`src/rtl/lenet5_result_reader_pkg.sv`:
```
// Shared definitions for the result reader: bank geometry and FSM encoding.
package lenet5_result_reader_pkg;

   localparam int K_CHANNELS = 6;
   localparam int DATA_W     = 8;

   typedef enum logic [2:0] {
      IDLE    = 3'd0,
      RD_REQ  = 3'd1,
      RD_WAIT = 3'd2,
      SEND    = 3'd3,
      DONE    = 3'd4
   } rdr_state_e;

   // A final-group channel count of 0, or one larger than the bank count, means a full group.
   function automatic logic [3:0] clamp_last_ch(input logic [3:0] last_ch);
      if (last_ch == 4'd0 || last_ch > 4'(K_CHANNELS))
         return 4'(K_CHANNELS);
      return last_ch;
   endfunction

endpackage

```
`src/rtl/lenet5_result_reader.sv`:
```
// Reads output feature maps from the channel SRAM banks and streams them out
// byte by byte, ordered group -> pixel -> channel.
//
// state   | meaning
// IDLE    | waiting for start_i, outputs quiet
// RD_REQ  | one-cycle read strobe for the current pixel address
// RD_WAIT | waiting RD_LAT cycles, capture bank data on the last one
// SEND    | stream the held channels of this pixel
// DONE    | one-cycle done pulse
module lenet5_result_reader
   import lenet5_result_reader_pkg::*;
#(
   parameter int ADDR_W = 32,
   parameter int RD_LAT = 1
) (
   input  logic                         clk_i,
   input  logic                         rst_async_n_i,
   input  logic                         start_i,
   input  logic [ADDR_W-1:0]            cfg_base_addr_i,
   input  logic [15:0]                  cfg_pixels_i,
   input  logic [3:0]                   cfg_groups_i,
   input  logic [3:0]                   cfg_last_ch_i,
   output logic                         mem_rd_en_o,
   output logic [ADDR_W-1:0]            mem_rd_addr_o,
   input  logic [K_CHANNELS*DATA_W-1:0] mem_rd_data_i,
   output logic                         m_valid_o,
   output logic [DATA_W-1:0]            m_data_o,
   output logic                         m_last_o,
   input  logic                         m_ready_i,
   output logic                         busy_o,
   output logic                         done_o
);

   localparam int WAIT_W = $clog2(RD_LAT + 1);

   rdr_state_e                  state_q, state_d;
   logic [15:0]                 pixels_q;
   logic [3:0]                  groups_q;
   logic [3:0]                  last_ch_q;
   logic [ADDR_W-1:0]           grp_base_q;
   logic [3:0]                  ch_q;
   logic [15:0]                 p_q;
   logic [3:0]                  g_q;
   logic [WAIT_W-1:0]           wait_q;
   logic [K_CHANNELS*DATA_W-1:0] hold_q;

   logic       last_grp, last_pix, last_ch_beat, final_beat, hs;
   logic [3:0] n_ch;

   assign last_grp     = (g_q == groups_q - 4'd1);
   assign n_ch         = last_grp ? last_ch_q : 4'(K_CHANNELS);
   assign last_ch_beat = (ch_q == n_ch - 4'd1);
   assign last_pix     = (p_q == pixels_q - 16'd1);
   assign final_beat   = last_grp && last_pix && last_ch_beat;
   assign hs           = (state_q == SEND) && m_ready_i;

   always_ff @(posedge clk_i or negedge rst_async_n_i) begin
      if (!rst_async_n_i) state_q <= IDLE;
      else                state_q <= state_d;
   end

   always_comb begin
      state_d = state_q;
      unique case (state_q)
         IDLE: begin
            if (start_i)
               state_d = (cfg_pixels_i == 16'd0 || cfg_groups_i == 4'd0) ? DONE : RD_REQ;
         end
         RD_REQ:  state_d = RD_WAIT;
         RD_WAIT: if (wait_q == '0) state_d = SEND;
         SEND:    if (hs && last_ch_beat) state_d = final_beat ? DONE : RD_REQ;
         DONE:    state_d = IDLE;
         default: state_d = IDLE;
      endcase
   end

   // Group base address advances by one stride per group so no multiplier is needed.
   always_ff @(posedge clk_i or negedge rst_async_n_i) begin
      if (!rst_async_n_i) begin
         pixels_q   <= '0;
         groups_q   <= '0;
         last_ch_q  <= '0;
         grp_base_q <= '0;
         ch_q       <= '0;
         p_q        <= '0;
         g_q        <= '0;
         wait_q     <= '0;
         hold_q     <= '0;
      end else begin
         unique case (state_q)
            IDLE: begin
               if (start_i) begin
                  pixels_q   <= cfg_pixels_i;
                  groups_q   <= cfg_groups_i;
                  last_ch_q  <= clamp_last_ch(cfg_last_ch_i);
                  grp_base_q <= cfg_base_addr_i;
                  ch_q       <= '0;
                  p_q        <= '0;
                  g_q        <= '0;
               end
            end
            RD_REQ: wait_q <= WAIT_W'(RD_LAT - 1);
            RD_WAIT: begin
               if (wait_q == '0) begin
                  hold_q <= mem_rd_data_i;
                  ch_q   <= '0;
               end else begin
                  wait_q <= wait_q - 1'b1;
               end
            end
            SEND: begin
               if (hs) begin
                  if (last_ch_beat) begin
                     ch_q <= '0;
                     if (last_pix) begin
                        p_q        <= '0;
                        g_q        <= g_q + 4'd1;
                        grp_base_q <= grp_base_q + ADDR_W'(pixels_q);
                     end else begin
                        p_q <= p_q + 16'd1;
                     end
                  end else begin
                     ch_q <= ch_q + 4'd1;
                  end
               end
            end
            default: ;
         endcase
      end
   end

   always_comb begin
      mem_rd_en_o   = 1'b0;
      mem_rd_addr_o = '0;
      m_valid_o     = 1'b0;
      m_data_o      = '0;
      m_last_o      = 1'b0;
      busy_o        = (state_q != IDLE);
      done_o        = (state_q == DONE);
      if (state_q == RD_REQ) begin
         mem_rd_en_o   = 1'b1;
         mem_rd_addr_o = grp_base_q + ADDR_W'(p_q);
      end
      if (state_q == SEND) begin
         m_valid_o = 1'b1;
         m_last_o  = final_beat;
         for (int k = 0; k < K_CHANNELS; k++)
            if (ch_q == 4'(k)) m_data_o = hold_q[k*DATA_W +: DATA_W];
      end
   end

endmodule
```
`config.mk`:
```
export PLATFORM = sky130hd
export DESIGN_NAME = lenet5_result_reader
export DESIGN_NICKNAME = d
export VERILOG_FILES = /design/src/rtl/lenet5_result_reader_pkg.sv /design/src/rtl/lenet5_result_reader.sv
export SDC_FILE = /design/constraint.sdc
export NUM_CORES = 1
export LEC_CHECK = 0
export ABC_CLOCK_PERIOD_IN_PS = 4250
export CORE_MARGIN = 2
export CORE_UTILIZATION = 45
export DETAILED_ROUTE_END_ITERATION = 10
export GPL_ROUTABILITY_DRIVEN = 0
export GPL_TIMING_DRIVEN = 1
export PLACE_DENSITY_LB_ADDON = 0.08
export SYNTH_ARGS = -nofsm -noshare
export SYNTH_HDL_FRONTEND = slang
export SYNTH_SLANG_ARGS = --single-unit
```
`constraint.sdc`:
```
create_clock -name clk_i -period 4.25 [get_ports clk_i]
set_input_delay 0.85 -clock clk_i [delete_from_list [all_inputs] [get_ports clk_i]]
set_output_delay 0.85 -clock clk_i [all_outputs]
set_load 0.01 [all_outputs]
```
# Word level (Yosys, flattened, before mapping)
# Index checks and enable logic that the tools add are counted.
[totals] ff_bits=132 in_bits=108 output_inout_bits=45 wordCells=104
[op_classes] addsub=9 order_cmp=1 eq_ne=18 muxes=44 n_bitwise=1 n_reduce_logical=21
[op_table] cell="$mux 32" count=5
[op_table] cell="$add 32x16->32" count=2
[op_table] cell="$mux 16" count=4
[op_table] cell="$pmux 32 s2" count=1
[op_table] cell="$mux 8" count=7
[op_table] cell="$mux 4" count=10
[op_table] cell="$pmux 16 s2" count=1
[op_table] cell="$add 16x1->16 const B" count=1
[op_table] cell="$eq 16x16->1" count=1
[op_table] cell="$logic_not 16->1" count=1
[op_table] cell="$sub 16x1->16 const B" count=1
[op_table] cell="$mux 3" count=5
[op_table] cell="$logic_not 4->1" count=3
[op_table] cell="$ne 2x2->1 const B" count=6
[op_table] cell="$pmux 3 s4" count=1
[op_table] cell="$pmux 4 s3" count=1
[op_table] cell="$add 4x1->4 const B" count=2
[op_table] cell="$eq 4x2->1 const B" count=2
[op_table] cell="$eq 4x3->1 const B" count=2
[op_table] cell="$eq 4x4->1" count=2
[op_table] cell="$pmux 4 s2" count=1
[op_table] cell="$reduce_and 4->1" count=2
[op_table] cell="$sub 4x1->4 const B" count=2
[op_table] cell="$mux 1" count=7
[op_table] cell="other kinds (16)" count=24

# Logic depth before layout (Yosys ltp)
[depth] ltp_word=9 mapped_depth=13 depth_no_buf=11

# Worst setup path before layout
# OpenSTA, ideal clock, no wires.
[synth_path] path_type="reg2out" start="register p_q[0]" end="output mem_rd_addr_o[24]" arrival_ps=3362 required_time_ps=3400 slack_ps=38 stages_incl_launch_ff=11 path_cell_list="dfrtp_1 ha_1 fa_1 a21o_1 a21o_1 a2111o_1 a21o_1 a2111oi_1 nor4_1 xnor2_1 nor2_1"
[synth_between] elab_chain_cells=2
[synth_rtl] element="start, declared" line_no="lenet5_result_reader.sv:42" source="logic [15:0] p_q;"
[synth_rtl] element="start signal, assigned" line_no="lenet5_result_reader.sv:120" source="p_q <= p_q + 16'd1;"
[synth_rtl] element="$add 32x16->32" line_no="lenet5_result_reader.sv:142" source="mem_rd_addr_o = grp_base_q + ADDR_W'(p_q);"
[synth_rtl] element="$mux 32" line_no="lenet5_result_reader.sv:140" source="if (state_q == RD_REQ) begin"
[synth_rtl] element="end, declared" line_no="lenet5_result_reader.sv:24" source="output logic [ADDR_W-1:0] mem_rd_addr_o,"
# No other way between the ends.

# Worst setup path in the final report
[layout_path] start="register grp_base_q[0]" end="output mem_rd_addr_o[30]"
[layout_between] elab_chain_cells=2
[layout_rtl] element="start, declared" line_no="lenet5_result_reader.sv:40" source="logic [ADDR_W-1:0] grp_base_q;"
[layout_rtl] element="start signal, assigned" line_no="lenet5_result_reader.sv:96" source="grp_base_q <= cfg_base_addr_i;"
[layout_rtl] element="start signal, assigned" line_no="lenet5_result_reader.sv:118" source="grp_base_q <= grp_base_q + ADDR_W'(pixels_q);"
[layout_rtl] element="$add 32x16->32" line_no="lenet5_result_reader.sv:142"
[layout_rtl] element="$mux 32" line_no="lenet5_result_reader.sv:140"
# No other way between the ends.

==> results.json <==
{
  "grt_pass1_vias": 8100,
  "start_util_pct": 45.6,
  "antenna_found_initial": 0,
  "port_buffers": 152,
  "utilization_pct": 58.7,
  "synth_ff_type": "dfrtp_1",
  "synth_mux_area_share_pct": 7.79,
  "syn_nets": 1193,
  "syn_avg_cell_area_um2": 8.79,
  "synth_edf_count": 0,
  "drc": 0,
  "drv_slew": 0,
  "die_height_um": 147,
  "io_pins": 153,
  "r2r-start": "pixels_q[0]",
  "area_growth_pct": 28.7,
  "placed_cells": 1438,
  "finalCritPeriodShare_pct": 101,
  "rr_worst_depth": 9,
  "dp_hpwl_um": 18800,
  "ctsHtreeMaxLevel": 4,
  "powerDensity_mw_per_mm2": 571,
  "antenna_cells": 0,
  "yosys.area.top_type": "dfrtp_1",
  "synth_top_family_by_area": "compound AO/OA/AOI/OAI gates",
  "cts.sinks": 131,
  "endpoint_kind": "primary output",
  "power_leakage_nw": 5.05,
  "grtUsageTotal_pct": 24.6,
  "synth_common_cells": "131 x dfrtp_1, 124 x nand2_1, 81 x nor2_1, 60 x o21ai_0, 58 x mux2_2",
  "fmax_ghz": 0.233,
  "cts.clk_slew.worst_paths_ps": 70,
  "synthesis.area_mm2": 0.00917,
  "grt_pass1_wl_um": 42600,
  "grt.overflow.total": 0,
  "relSlewSlack_pct": 27.6,
  "setup_ws_ps": -41.7,
  "rows": 52,
  "yosysTopAreaCellShare_pct": 35.7,
  "wl_per_cell_um": 17.4,
  "stdcell_area_mm2": 0.0118,
  "final_nets": 1350,
  "via_count": 8416,
  "ys_ff_latch": 131,
  "synth.most_common_cell": "dfrtp_1",
  "crit_start": "grp_base_q[0]",
  "drt-pass1-iter-count": 6,
  "cp_data_required_time_ps": 3400,
  "endpoint": "mem_rd_addr_o[30]",
  "hold_class": "reg2reg",
  "die-area_mm2": 0.0215,
  "ys.warnings.count": 0,
  "min_period_ps": 4290,
  "max-vdd-ir-drop_mv": 0.336,
  "r2r-end": "grp_base_q[10]",
  "synthXorXnorAreaFrac_pct": 7.50,
  "clk_path_buf_depth": 2,
  "synthArstFlopShare_pct": 100,
  "violations": "setup timing",
  "final_cells": 1483,
  "first_iter_violations": 674,
  "finClkSkew_ps": 9.49,
  "critical_path_class": "reg2out",
  "synth_compound_area_share_pct": 19.8,
  "clock_latency_ps": 430,
  "path_max_fanout": 4,
  "viasPerCell": 5.67,
  "cts-root-buf": "clkbuf_16",
  "hold_depth": 1,
  "synthAdderAreaFrac_pct": 5.89,
  "drtAntennaViolNets": 0,
  "grt_max_degree": 68,
  "yosysSeqAreaShare_pct": 35.7,
  "status": "finished with violations",
  "drive_above_1_share_pct": 15.0,
  "synth_cells": 1043,
  "max_slew.worst_pin.slew_ps": 1090,
  "rsz0062_at_grt": "true",
  "hold_viol": 0,
  "die_w_um": 147,
  "cts_tree": "yes",
  "cp.arrival_ps": 3440,
  "setup_viol_count_final": 2,
  "fp.coreArea_mm2": 0.0201,
  "drt_wl_total_um": 25800,
  "maxCapViolations": 0,
  "critPathLaunchType": "flop",
  "synth-simple-area-share_pct": 19.5,
  "synthDistinctLibCells": 79,
  "cts_buffers": 17,
  "ys_top_cells_by_area": "dfrtp_1 36%, mux2_2 7.1%, ha_1 5.5%",
  "postPlaceCellArea_mm2": 0.0111,
  "finalSetupTns_ps": -80.2,
  "worst-r2r-setup-slack_ps": 540
}
-- worst min path at each step --
stage | startpoint | endpoint | slack (ps)
floorplan | groups_q[3] | groups_q[3] | 470
global placement | hold_q[43] | hold_q[43] | 490
detailed placement | hold_q[40] | hold_q[40] | 490
CTS | hold_q[40] | hold_q[40] | 510
global route | hold_q[26] | hold_q[26] | 520
finish | hold_q[40] | hold_q[40] | 500
-- power by group --
group          internal [mW]  switching, mW  leakage, nW
logic                   1.46           1.71         3.11
registers               1.69          0.407         1.65
clock network          0.797          0.683        0.292
-- critical path, stage by stage (launching register included) --
cell and delay (ps):
dfrtp_1 390, ha_2 200, fa_2 340, a21o_1 170, a21o_1 190, a2111o_1 380, a21o_1 220, a2111oi_4 300
buf_4 190, buf_12 110, buf_6 90, nor4_2 40, xnor2_1 130, nor2_1 120, buf_2 140
-- final cells by class --
type                       count  area, um2
clock inverter                15        180
fill                        1813       8300
inverter                      26       97.6
clock buffer                  17        425
sequential                   131       3280
tap                          270        338
multi-input combinational    827       5650
timing repair buffer         197       1830
-- kinds of logic (layout without fill, tap and decap cells) --
logic type,Yosys count,count (layout)
compound gates,273,273
xor+xnor,77,77
fa+ha+maj,42,42
buf+inv,85,255
flops,131,131
mux,64,64
simple gates,371,371
-- registers in the layout, indices dropped and copies added (netlist names) --
name        flops
ch_q            4
g_q             4
groups_q        4
grp_base_q     32
hold_q         48
last_ch_q       4
p_q            16
pixels_q       16
state_q         3
-- placed cells by master, fill, tap and decap left out, types with 10 or more instances in the layout --
master and instances:
dfrtp_1 130, clkdlybuf4s50_1 129, nand2_1 123, nor2_1 81, o21ai_0 59, mux2_2 58
a21oi_1 50, xnor2_1 48, buf_4 40, nor3_1 38, ha_1 38, xor2_1 28
nand3_1 26, inv_1 25, a22oi_1 17, clkbuf_16 17, a21o_1 16, o22ai_1 16
nor4_1 15, a211oi_1 15, a2bb2oi_1 14, and2_1 12, a31oi_1 12, o211ai_1 11
buf_2 11, nand2b_1 10
-- layer usage --
metal	track usage [%]	up-vias	part of all wire, %
met5	0	-	0
met4	5.87	0	1.5
met3	4.47	33	5.4
met2	38.0	237	46
met1	36.0	4030	47
li1	-	4116	-
-- metrics by stage --
step           hold slack [ps]  worst slack (ps)  power, mW
5_1_grt                    524              -216       7.27
4_1_cts                    507              -199       6.75
6_report                   504             -41.7       6.75
3_3_place_gp               486             -38.6       5.19
2_1_floorplan              467              38.2       4.14
3_5_place_dp               491              -121       5.24
-- timing repair --
| action | CTS | global route |
|---|---|---|
| setup buffers | 8 | 5 |
| setup endpoints to repair | 20 | 19 |
| gates cloned | 0 | 0 |
| hold buffers | 0 | 0 |
| pin swaps | 5 | 16 |
| resized for setup | 59 | 24 |
(Power assumes the default switching activity.)
